--- src/rtl/hack_logic_pkg.sv ---
// Shared encodings for the bitwise reduction datapath: operation select
// codes and the accumulator FSM states.
package hack_logic_pkg;

    localparam logic [1:0] OP_OR   = 2'b00;
    localparam logic [1:0] OP_AND  = 2'b01;
    localparam logic [1:0] OP_XOR  = 2'b10;
    localparam logic [1:0] OP_NAND = 2'b11;

    typedef enum logic [1:0] {
        IDLE  = 2'b00,
        ACCUM = 2'b01,
        HOLD  = 2'b10
    } state_e;

endpackage

--- src/rtl/bitwise_op_unit.sv ---
// Combinational WIDTH-bit two-operand bitwise fold. NAND folds as AND;
// the final inversion is applied once at the output of the reducer.
module bitwise_op_unit
    import hack_logic_pkg::*;
#(
    parameter int unsigned WIDTH = 16
) (
    input  logic [1:0]       op,
    input  logic [WIDTH-1:0] a,
    input  logic [WIDTH-1:0] b,
    output logic [WIDTH-1:0] y
);

    // Select the per-bit operation.
    always_comb begin
        y = a | b;
        case (op)
            OP_OR:   y = a | b;
            OP_AND:  y = a & b;
            OP_XOR:  y = a ^ b;
            OP_NAND: y = a & b;
            default: y = a | b;
        endcase
    end

endmodule

--- src/rtl/logic_reduce_acc.sv ---
// Streaming N-way bitwise reducer: folds a burst of WIDTH-bit words with
// OR/AND/XOR/NAND and presents one result with word count and flags.
module logic_reduce_acc
    import hack_logic_pkg::*;
#(
    parameter int unsigned WIDTH     = 16,
    parameter int unsigned MAX_WORDS = 8,
    parameter int unsigned CNT_W     = $clog2(MAX_WORDS + 1)
) (
    input  logic             clk,
    input  logic             rst_n,
    input  logic [1:0]       op,
    input  logic             in_valid,
    output logic             in_ready,
    input  logic [WIDTH-1:0] in_data,
    input  logic             in_last,
    output logic             out_valid,
    input  logic             out_ready,
    output logic [WIDTH-1:0] out_data,
    output logic [CNT_W-1:0] out_count,
    output logic             out_zero,
    output logic             out_forced
);

    localparam logic [CNT_W-1:0] MAX_CNT = CNT_W'(MAX_WORDS);
    localparam logic [CNT_W-1:0] ONE_CNT = CNT_W'(1);
    localparam bit               SINGLE  = (MAX_WORDS == 1);

    state_e           state_q, state_d;
    logic [WIDTH-1:0] acc_q, acc_d;
    logic [CNT_W-1:0] count_q, count_d;
    logic [1:0]       op_q, op_d;
    logic             forced_q, forced_d;
    logic [WIDTH-1:0] fold_res;
    logic [WIDTH-1:0] result;
    logic             hold;

    bitwise_op_unit #(
        .WIDTH (WIDTH)
    ) u_fold (
        .op (op_q),
        .a  (acc_q),
        .b  (in_data),
        .y  (fold_res)
    );

    // State and datapath registers with synchronous active-low reset.
    always_ff @(posedge clk) begin
        if (!rst_n) begin
            state_q  <= IDLE;
            acc_q    <= '0;
            count_q  <= '0;
            op_q     <= OP_OR;
            forced_q <= 1'b0;
        end else begin
            state_q  <= state_d;
            acc_q    <= acc_d;
            count_q  <= count_d;
            op_q     <= op_d;
            forced_q <= forced_d;
        end
    end

    // Next-state and datapath update; unused encodings behave as IDLE.
    always_comb begin
        state_d  = state_q;
        acc_d    = acc_q;
        count_d  = count_q;
        op_d     = op_q;
        forced_d = forced_q;
        case (state_q)
            ACCUM: begin
                if (in_valid) begin
                    acc_d   = fold_res;
                    count_d = count_q + ONE_CNT;
                    if (in_last) begin
                        state_d  = HOLD;
                        forced_d = 1'b0;
                    end else if (count_q + ONE_CNT == MAX_CNT) begin
                        state_d  = HOLD;
                        forced_d = 1'b1;
                    end
                end
            end
            HOLD: begin
                if (out_ready) begin
                    state_d = IDLE;
                end
            end
            default: begin
                if (in_valid) begin
                    acc_d   = in_data;
                    op_d    = op;
                    count_d = ONE_CNT;
                    if (in_last || SINGLE) begin
                        state_d  = HOLD;
                        forced_d = ~in_last;
                    end else begin
                        state_d = ACCUM;
                    end
                end
            end
        endcase
    end

    // Outputs decoded from state; result fields read zero outside HOLD.
    always_comb begin
        hold       = (state_q == HOLD);
        result     = (op_q == OP_NAND) ? ~acc_q : acc_q;
        in_ready   = ~hold;
        out_valid  = hold;
        out_data   = hold ? result : '0;
        out_count  = hold ? count_q : '0;
        out_zero   = hold && (result == '0);
        out_forced = hold && forced_q;
    end

endmodule

--- config.mk ---
export PLATFORM = sky130hd
export DESIGN_NAME = logic_reduce_acc
export DESIGN_NICKNAME = d
export VERILOG_FILES = /design/src/rtl/hack_logic_pkg.sv /design/src/rtl/bitwise_op_unit.sv /design/src/rtl/logic_reduce_acc.sv
export SDC_FILE = /design/constraint.sdc
export NUM_CORES = 1
export LEC_CHECK = 0
export CAP_MARGIN = 15
export CORE_ASPECT_RATIO = 2
export CORE_UTILIZATION = 30
export DETAILED_ROUTE_END_ITERATION = 10
export PLACE_DENSITY = 0.62
export SETUP_SLACK_MARGIN = 0.15
export SYNTH_ARGS = -nofsm -noshare
export SYNTH_HDL_FRONTEND = slang
export SYNTH_SLANG_ARGS = --single-unit
--- constraint.sdc ---
create_clock -name clk -period 3.9 [get_ports clk]
set_clock_uncertainty 0.05 [all_clocks]
set_input_delay 0.585 -clock clk [delete_from_list [all_inputs] [get_ports clk]]
set_output_delay 0.585 -clock clk [all_outputs]
set_load 0.03 [all_outputs]
After elaboration in Yosys (flattened, before gate mapping)
Cells that the tools add are included.

Magnitude comparators: 0. Multipliers: 0. Add/subtract/negate cells: 1. Shift operators: 0. Divide/modulo/power cells: 0. Equality and inequality tests: 9. Bitwise logic cells: 7. Muxes and demuxes: 23. Reductions and logical operators: 13.

Operator list (number): two-way mux 16 bit (4); one-hot mux 16 bit (3 select lines) (1); one-hot mux 16 bit (2 select lines) (1); AND 16 bit (1); logical NOT 16 bit (1); inverter 16 bit (1); OR 16 bit (1); XOR 16 bit (1); two-way mux 2 bit (6); two-way mux 4 bit (3); one-hot mux 4 bit (2 select lines) (1); AND reduction 4 bit (2); equality test 2 bit, second input constant (3); nonzero test 2 bit (3); two-way mux 1 bit (5); adder 4 x 1 -> 4 bit, second input constant (1); equality test 2 x 1 -> 1 bit, second input constant (2); equality test 4 bit, second input constant (1); one-hot mux 2 bit (2 select lines) (1); AND reduction 2 bit (2); OR reduction 2 bit (2); != test 3 bit, second input constant (1); inverter 1 bit (3); logical AND 1 bit (2); other kinds (4) (4).

Logic and storage cells: 58. RAM bits: 0. Output and inout bits: 24. Register bits after elaboration: 25. ROM bits: 0. Bits in latches: 0. Memories kept: 0.

Depth between registers and ports, before layout
Gate-level depths: netlist (run 1).

Word-level depth: 6. Gate-level depth with buffers: 7.

Modules after synthesis
From an unflattened synthesis (run 1), not the netlist that was laid out.

Cell total of the unflattened synthesis: 321. Area, all modules: 2555.0 sq um.

Modules (own cells, without submodules): logic_reduce_acc (sequential area each 500.5 sq um, area each 1600.3 sq um, instances 1, cells an instance 187); bitwise_op_unit (sequential area each 0.0 sq um, area each 954.7 sq um, instances 1, cells an instance 134).

Least setup slack after synthesis (run 1)
No wires, ideal clock.

Path kind: reg2out. From: register state_q[0]. To: output out_data[10]. Stages on the path, launching flop included: 7. Setup slack: 1326 ps. Path buffers: 2. Arrival time: 1939 ps. Cell sequence: dfxtp_1 > inv_1 > ha_1 > buf_2 > clkinv_1 > clkbuf_1 > nor2_1.

Cells in the longest elaborated chain, start to end: 2.

Ends and longest elaborated chain: start, declared (line logic_reduce_acc.sv:29) `state_e state_q, state_d;`; start signal, assigned (line logic_reduce_acc.sv:56) `state_q <= state_d;`; equality test 2 bit (line logic_reduce_acc.sv:108) `hold = (state_q == HOLD);`; net out_valid (line logic_reduce_acc.sv:17) `output logic out_valid,`; two-way mux 16 bit (line logic_reduce_acc.sv:112) `out_data = hold ? result : '0;`; end, declared (line logic_reduce_acc.sv:19) `output logic [WIDTH-1:0] out_data,`.

The timed path passes the listed nets, and every way through them passes these cells.

Worst setup path after layout (run 1)
From: register state_q[0]. To: output out_zero.

Cells in the longest elaborated chain, start to end: 2.

Ends and longest elaborated chain: equality test 2 bit (line logic_reduce_acc.sv:108); logical AND 1 bit (line logic_reduce_acc.sv:114) `out_zero = hold && (result == '0);`; end, declared (line logic_reduce_acc.sv:21) `output logic out_zero,`.

No other way between the ends.

==> impl_metrics.py, run 1 <==
metrics = {
    "status": {
        "status": "complete, but fails checks",
        "failed_checks": "design-rule violations",
    },
    "cts": {
        "cts_made_buffers": 3,
        "cts_sinks": 25,
        "root_buffer": "clkbuf_16",
        "clk_pin_slew_ps": 60,
        "cts_tree": "yes",
        "clk_path_buf_depth": 2,
        "hold_buffers": 0,
        "cts_resized": 0,
        "clkLatencyLatePin_ps": 260,
        "cts_setup_buffers": 0,
        "h-tree-depth": 1,
    },
    "timing": {
        "rsz0062_at_grt": "false",
        "fin_crit_ps": 3070,
        "slew_headroom_pct": 54.5,
        "finalCritPeriodShare_pct": 78.8,
        "timing.setup.tns_ps": 0,
        "fmax_mhz": 325,
        "finalSetupViolCount": 0,
        "setup_ws_ps": 826,
        "tightest_slew_ps": 681,
        "hold_viol": 0,
        "slew_violations": 0,
    },
    "global_route": {
        "grt_overflow_total": 0,
        "track_usage_pct": 15.6,
        "antenna_found_initial": 0,
        "grt_max_degree": 34,
        "grt_pass1_vias": 2330,
        "grt_pass1_wl_mm": 10.4,
    },
    "setup_path": {
        "crit_chain": "inv_1 -> ha_1 -> clkinv_1 -> nor4_2 -> clkdlybuf4s50_1",
        "reg2reg_setup_slack_ps": 1790,
        "crit_path_max_fanout": 12,
        "cpPeakStageDelay_ps": 720,
        "worstSetupPathType": "reg2out",
        "worst_ep_arrival_time_ps": 2440,
        "cp-end-kind": "output pin",
        "crit_slowest_cell": "clkdlybuf4s50_1",
        "worstPathRequired_ps": 3260,
        "critPathLaunchType": "flop",
    },
    "drt": {
        "first_pass_iters": 7,
        "vias_per_cell": 5.02,
        "drt_wl_total_mm": 6.20,
        "drt-wirelength-per-cell_um": 13.6,
        "drc": 1,
        "drt_iter0_markers": 94,
        "vias": 2286,
        "ant_nets": 0,
    },
    "logic_synthesis": {
        "synth_edf_count": 0,
        "ys_ff_latch": 25,
        "synth.largest_area_cell": "dfxtp_1",
        "synthTopCellsByArea": "dfxtp_1 (21%), ha_1 (18%), xnor2_1 (5.8%)",
        "yosysWarnings": 0,
        "synthFlopType": "dfxtp_1",
        "ys_top_cells_by_count": "ha_1 (35), inv_1 (34), nor2_1 (33)",
        "synth_cells": 323,
        "synth.distinct_cells": 37,
        "syn_avg_cell_area_um2": 7.50,
        "syn_area_mm2": 0.00242,
        "syn-num-nets": 381,
        "synth_top_area_share_pct": 20.7,
        "ys_seq_area_share_pct": 20.7,
        "async_flop_share_pct": 0,
        "yosysMostFrequentCell": "ha_1",
    },
    "floorplanning": {
        "die_h_um": 129,
        "initial_utilization_pct": 30.7,
        "design.die.area_mm2": 0.00846,
        "rows": 46,
        "die_w_um": 65.5,
        "core_mm2": 0.00789,
        "io-pin-count": 47,
    },
    "power": {
        "power_density_mw_per_mm2": 318,
        "p_leak_nw": 1.23,
        "vdd_drop_max_v": 0.000168,
    },
    "layout": {
        "diodes": 0,
        "drive_gt1_share_pct": 4.18,
        "nets": 418,
        "syn_to_final_growth_pct": 24.1,
    },
    "placement": {
        "dp_hpwl_mm": 4.70,
        "portBuffers": 46,
        "place_ws_ps": 1050,
        "routabilityCongestion": 0.798,
    },
    "flow_run": {
        "max_cap_viol_count": 0,
    },
    "hold_path": {
        "holdCritPathClass": "reg2reg",
    },
}
layout make-up:
type                    instances  area [µm²]
multi-input cells             243        1670
inverters                      35         131
flip-flops and latches         25         500
repair buffers                 52         505
clock buffers                   4        78.8
fillers                       784        4880
well taps                      96         120
sequential cells by signal (all words and copies together) (netlist names):
| register | count |
|---|---|
| op_q | 2 |
| count_q | 4 |
| forced_q | 1 |
| acc_q | 16 |
| state_q | 2 |
placed cells by master (no fill, tap or decap), types with 4 or more instances in the layout:
cell / n
clkdlybuf4s50_1: 46
ha_1: 35
inv_1: 34
nor2_1: 33
dfxtp_1: 25
nand2_1: 23
o21ai_1: 18
o21ai_0: 17
xnor2_1: 16
nor2b_1: 15
nand3_1: 13
a31oi_1: 10
nand2b_1: 10
a211o_1: 8
o311ai_1: 8
and2_1: 7
buf_4: 6
nand4_1: 4
metrics by stage:
| step | instances | instance area, µm² | hold WS (ps) | total power [mW] | utilization (%) |
|---|---|---|---|---|---|
| 6_report | 455 | 3010 | 431 | 0.955 | 38.1 |
| 5_1_grt | 455 | 3010 | 467 | 1.02 | 38.1 |
| 4_1_cts | 455 | 3010 | 436 | 0.962 | 38.1 |
| 3_5_place_dp | 451 | 2930 | 427 | 0.731 | 37.1 |
| 3_3_place_gp | 451 | 2930 | 412 | 0.717 | 37.1 |
| 2_1_floorplan | 323 | 2420 | 401 | 0.609 | - |
kinds of logic after synthesis:
logic type / after synthesis / synth area share (%)
xor+xnor: 18 / 6.51
simple gates: 119 / 25.2
mux: 3 / 1.29
fa+ha+maj: 35 / 18.1
buf+inv: 55 / 10.4
flops: 25 / 20.7
compound gates: 68 / 17.8
worst paths after layout:
| path | cells after the start | startpoint | endpoint |
|---|---|---|---|
| max | 5 | state_q[0]$_SDFFE_PN0P_ | out_zero |
| min | 2 | state_q[1]$_SDFFE_PN0P_ | state_q[1]$_SDFFE_PN0P_ |
| max reg2reg | 6 | state_q[0]$_SDFFE_PN0P_ | forced_q$_SDFFE_PN0P_ |
| min reg2reg | 2 | state_q[1]$_SDFFE_PN0P_ | state_q[1]$_SDFFE_PN0P_ |
routing by layer:
| metal | GRT usage [%] | vias to the layer above | wire (µm) |
|---|---|---|---|
| li1 | - | 1153 | - |
| met1 | 16.4 | 1069 | 2450 |
| met2 | 30.0 | 49 | 3410 |
| met3 | 0.968 | 15 | 166 |
| met4 | 7.80 | 0 | 178 |
| met5 | 0 | - | 0 |
critical path, delay by kind of cell, from the launching register on:
kind | cells | cell delay [ps]
flops | 1 | 330
buf+inv | 3 | 1140
fa+ha+maj | 1 | 350
simple gates | 1 | 370
where the power goes:
part / internal [mW] / leakage, nW / switching, mW
logic: 0.172 / 0.983 / 0.227
clock network: 0.140 / 0.0382 / 0.0924
registers: 0.286 / 0.206 / 0.0374
total: 0.598 / 1.23 / 0.357
Note: power is estimated with default switching activity, not from simulation.
==> run 2: changes to the inputs <==
--- a/config.mk
+++ b/config.mk
@@ -9,7 +9,7 @@
 export CORE_ASPECT_RATIO = 2
 export CORE_UTILIZATION = 30
 export DETAILED_ROUTE_END_ITERATION = 10
-export PLACE_DENSITY = 0.62
+export PLACE_DENSITY = 0.64
 export SETUP_SLACK_MARGIN = 0.15
 export SYNTH_ARGS = -nofsm -noshare
 export SYNTH_HDL_FRONTEND = slang
==> constraint.sdc (replaced) <==
create_clock -name clk -period 2.8 [get_ports clk]
set_clock_uncertainty 0.05 [all_clocks]
set_input_delay 0.42 -clock clk [delete_from_list [all_inputs] [get_ports clk]]
set_output_delay 0.42 -clock clk [all_outputs]
set_load 0.03 [all_outputs]
==> run 2 against run 1 <==
Compared with the run above: the flow now finishes without violations; clock-buffer cell count is 1 lower; non-clock buffer count is 2 higher; register-to-register slack worse by 990 ps.
==> impl_metrics.py, run 2 (same netlist as run 1, synthesis figures left out) <==
metrics = {
    "cts": {
        "clk_pin_slew_ps": 70,
        "clkLatencyLatePin_ps": 260,
        "h-tree-depth": 1,
        "cts_setup_buffers": 0,
        "hold_buffers": 0,
        "clk_path_buf_depth": 2,
        "root_buffer": "clkbuf_16",
        "cts_resized": 0,
        "cts_sinks": 25,
        "cts_made_buffers": 3,
        "cts_tree": "yes",
    },
    "timing": {
        "slew_violations": 0,
        "tightest_slew_ps": 587,
        "hold_viol": 0,
        "finalSetupViolCount": 0,
        "rsz0062_at_grt": "false",
        "slew_headroom_pct": 60.9,
        "fmax_mhz": 418,
        "fin_crit_ps": 2390,
        "finalCritPeriodShare_pct": 85.5,
        "timing.setup.tns_ps": 0,
    },
    "layout": {
        "drive_gt1_share_pct": 9.70,
        "final_common_cell": "ha_1",
        "largest_register_ffs": 16,
        "fin_cells": 457,
        "n_fill_cell": 829,
        "diodes": 0,
        "utilization_pct": 37.8,
        "nets": 420,
        "regMostFlops": "acc_q",
        "syn_to_final_growth_pct": 23.3,
        "layout_top_registers": "acc_q x16, count_q x4",
        "final_cell_area_mm2": 0.00298,
        "layout_common_cells": "ha_1 (35), inv_1 (34), nor2_1 (33), clkdlybuf4s50_1 (28)",
    },
    "floorplanning": {
        "design.die.area_mm2": 0.00846,
        "initial_utilization_pct": 30.7,
        "die_h_um": 129,
        "rows": 46,
        "core_mm2": 0.00789,
        "io-pin-count": 47,
        "die_w_um": 65.5,
    },
    "power": {
        "total_power_mw": 1.33,
        "p_leak_nw": 1.27,
        "power_density_mw_per_mm2": 447,
        "vdd_drop_max_v": 0.000214,
    },
    "setup_path": {
        "reg2reg_setup_slack_ps": 800,
        "worst_ep_arrival_time_ps": 1920,
        "rr_worst_depth": 6,
        "timing.rr.end": "forced_q$_SDFFE_PN0P_",
        "critPathLaunchType": "flop",
        "r2r-start": "state_q[0]$_SDFFE_PN0P_",
        "cp-end-kind": "output pin",
        "worstSetupPathType": "reg2out",
        "crit_path_max_fanout": 12,
        "worstPathRequired_ps": 2330,
    },
    "placement": {
        "place_area_mm2": 0.00290,
        "routabilityCongestion": 0.804,
        "place_inst": 453,
        "dp_hpwl_mm": 4.72,
        "portBuffers": 46,
    },
    "hold_path": {
        "holdCritPathClass": "reg2reg",
        "hold_end": "state_q[0]$_SDFFE_PN0P_",
        "worstHoldStart": "state_q[0]$_SDFFE_PN0P_",
        "hold_depth": 2,
    },
    "drt": {
        "drt_iter0_markers": 102,
        "drc": 0,
        "vias_per_cell": 5.03,
        "drt_wl_total_mm": 6.24,
        "ant_nets": 0,
        "vias": 2298,
        "first_pass_iters": 4,
        "drt-wirelength-per-cell_um": 13.6,
    },
    "global_route": {
        "track_usage_pct": 15.8,
        "antenna_found_initial": 0,
        "grt_max_degree": 34,
        "grt_pass1_wl_mm": 10.4,
        "grt_pass1_vias": 2233,
        "grt_overflow_total": 0,
    },
    "status": {
        "status": "finished clean",
    },
    "flow_run": {
        "max_cap_viol_count": 0,
    },
}
-- run 2: metal layers --
layer	GRT usage, %	routed length [µm]	up-vias
met5	0	0	-
met4	7.29	232	0
met3	1.32	139	14
met2	29.6	3410	55
met1	17.3	2450	1072
li1	-	-	1157
-- run 2: worst max-delay path by stage --
| stage | startpoint | end | slack (ps) | cells after the start |
|---|---|---|---|---|
| 3_3_place_gp | state_q[0]$_SDFFE_PN0P_ | in_ready | 560 | 4 |
| 5_1_grt | state_q[0]$_SDFFE_PN0P_ | out_data[5] | 230 | 6 |
| 3_5_place_dp | state_q[0]$_SDFFE_PN0P_ | in_ready | 540 | 4 |
| 2_1_floorplan | state_q[0]$_SDFFE_PN0P_ | out_data[10] | 390 | 6 |
| 4_1_cts | state_q[0]$_SDFFE_PN0P_ | in_ready | 250 | 4 |
| 6_report | state_q[0]$_SDFFE_PN0P_ | out_zero | 410 | 5 |
-- run 2: stage by stage --
stage | worst slack [ps] | hold slack (ps)
2_1_floorplan | 391 | 401
3_3_place_gp | 557 | 416
3_5_place_dp | 537 | 417
4_1_cts | 251 | 433
5_1_grt | 235 | 458
6_report | 405 | 435
-- run 2: layout make-up --
| class | count | area (µm²) | share of cell area [%] |
|---|---|---|---|
| Sequential cell | 25 | 500 | 16.8 |
| Clock buffer | 3 | 75.1 | 2.52 |
| Multi-Input combinational cell | 243 | 1670 | 55.9 |
| Tap cell | 96 | 120 | 4.03 |
| Inverter | 35 | 131 | 4.40 |
| Timing Repair Buffer | 54 | 480 | 16.1 |
| Clock inverter | 1 | 7.51 | 0.252 |
-- run 2: report_power, final --
part	leakage [nW]	total (mW)	switching, mW	internal [mW]
registers	0.206	0.451	0.0531	0.398
clock network	0.0371	0.326	0.132	0.194
logic	1.03	0.556	0.318	0.237
-- run 2: worst max-delay path, cell delays in order, from the launching register on --
cell and delay [ps]:
dfxtp_1 330, inv_1 60, ha_1 350, clkinv_1 340
nor4_2 380, buf_4 210
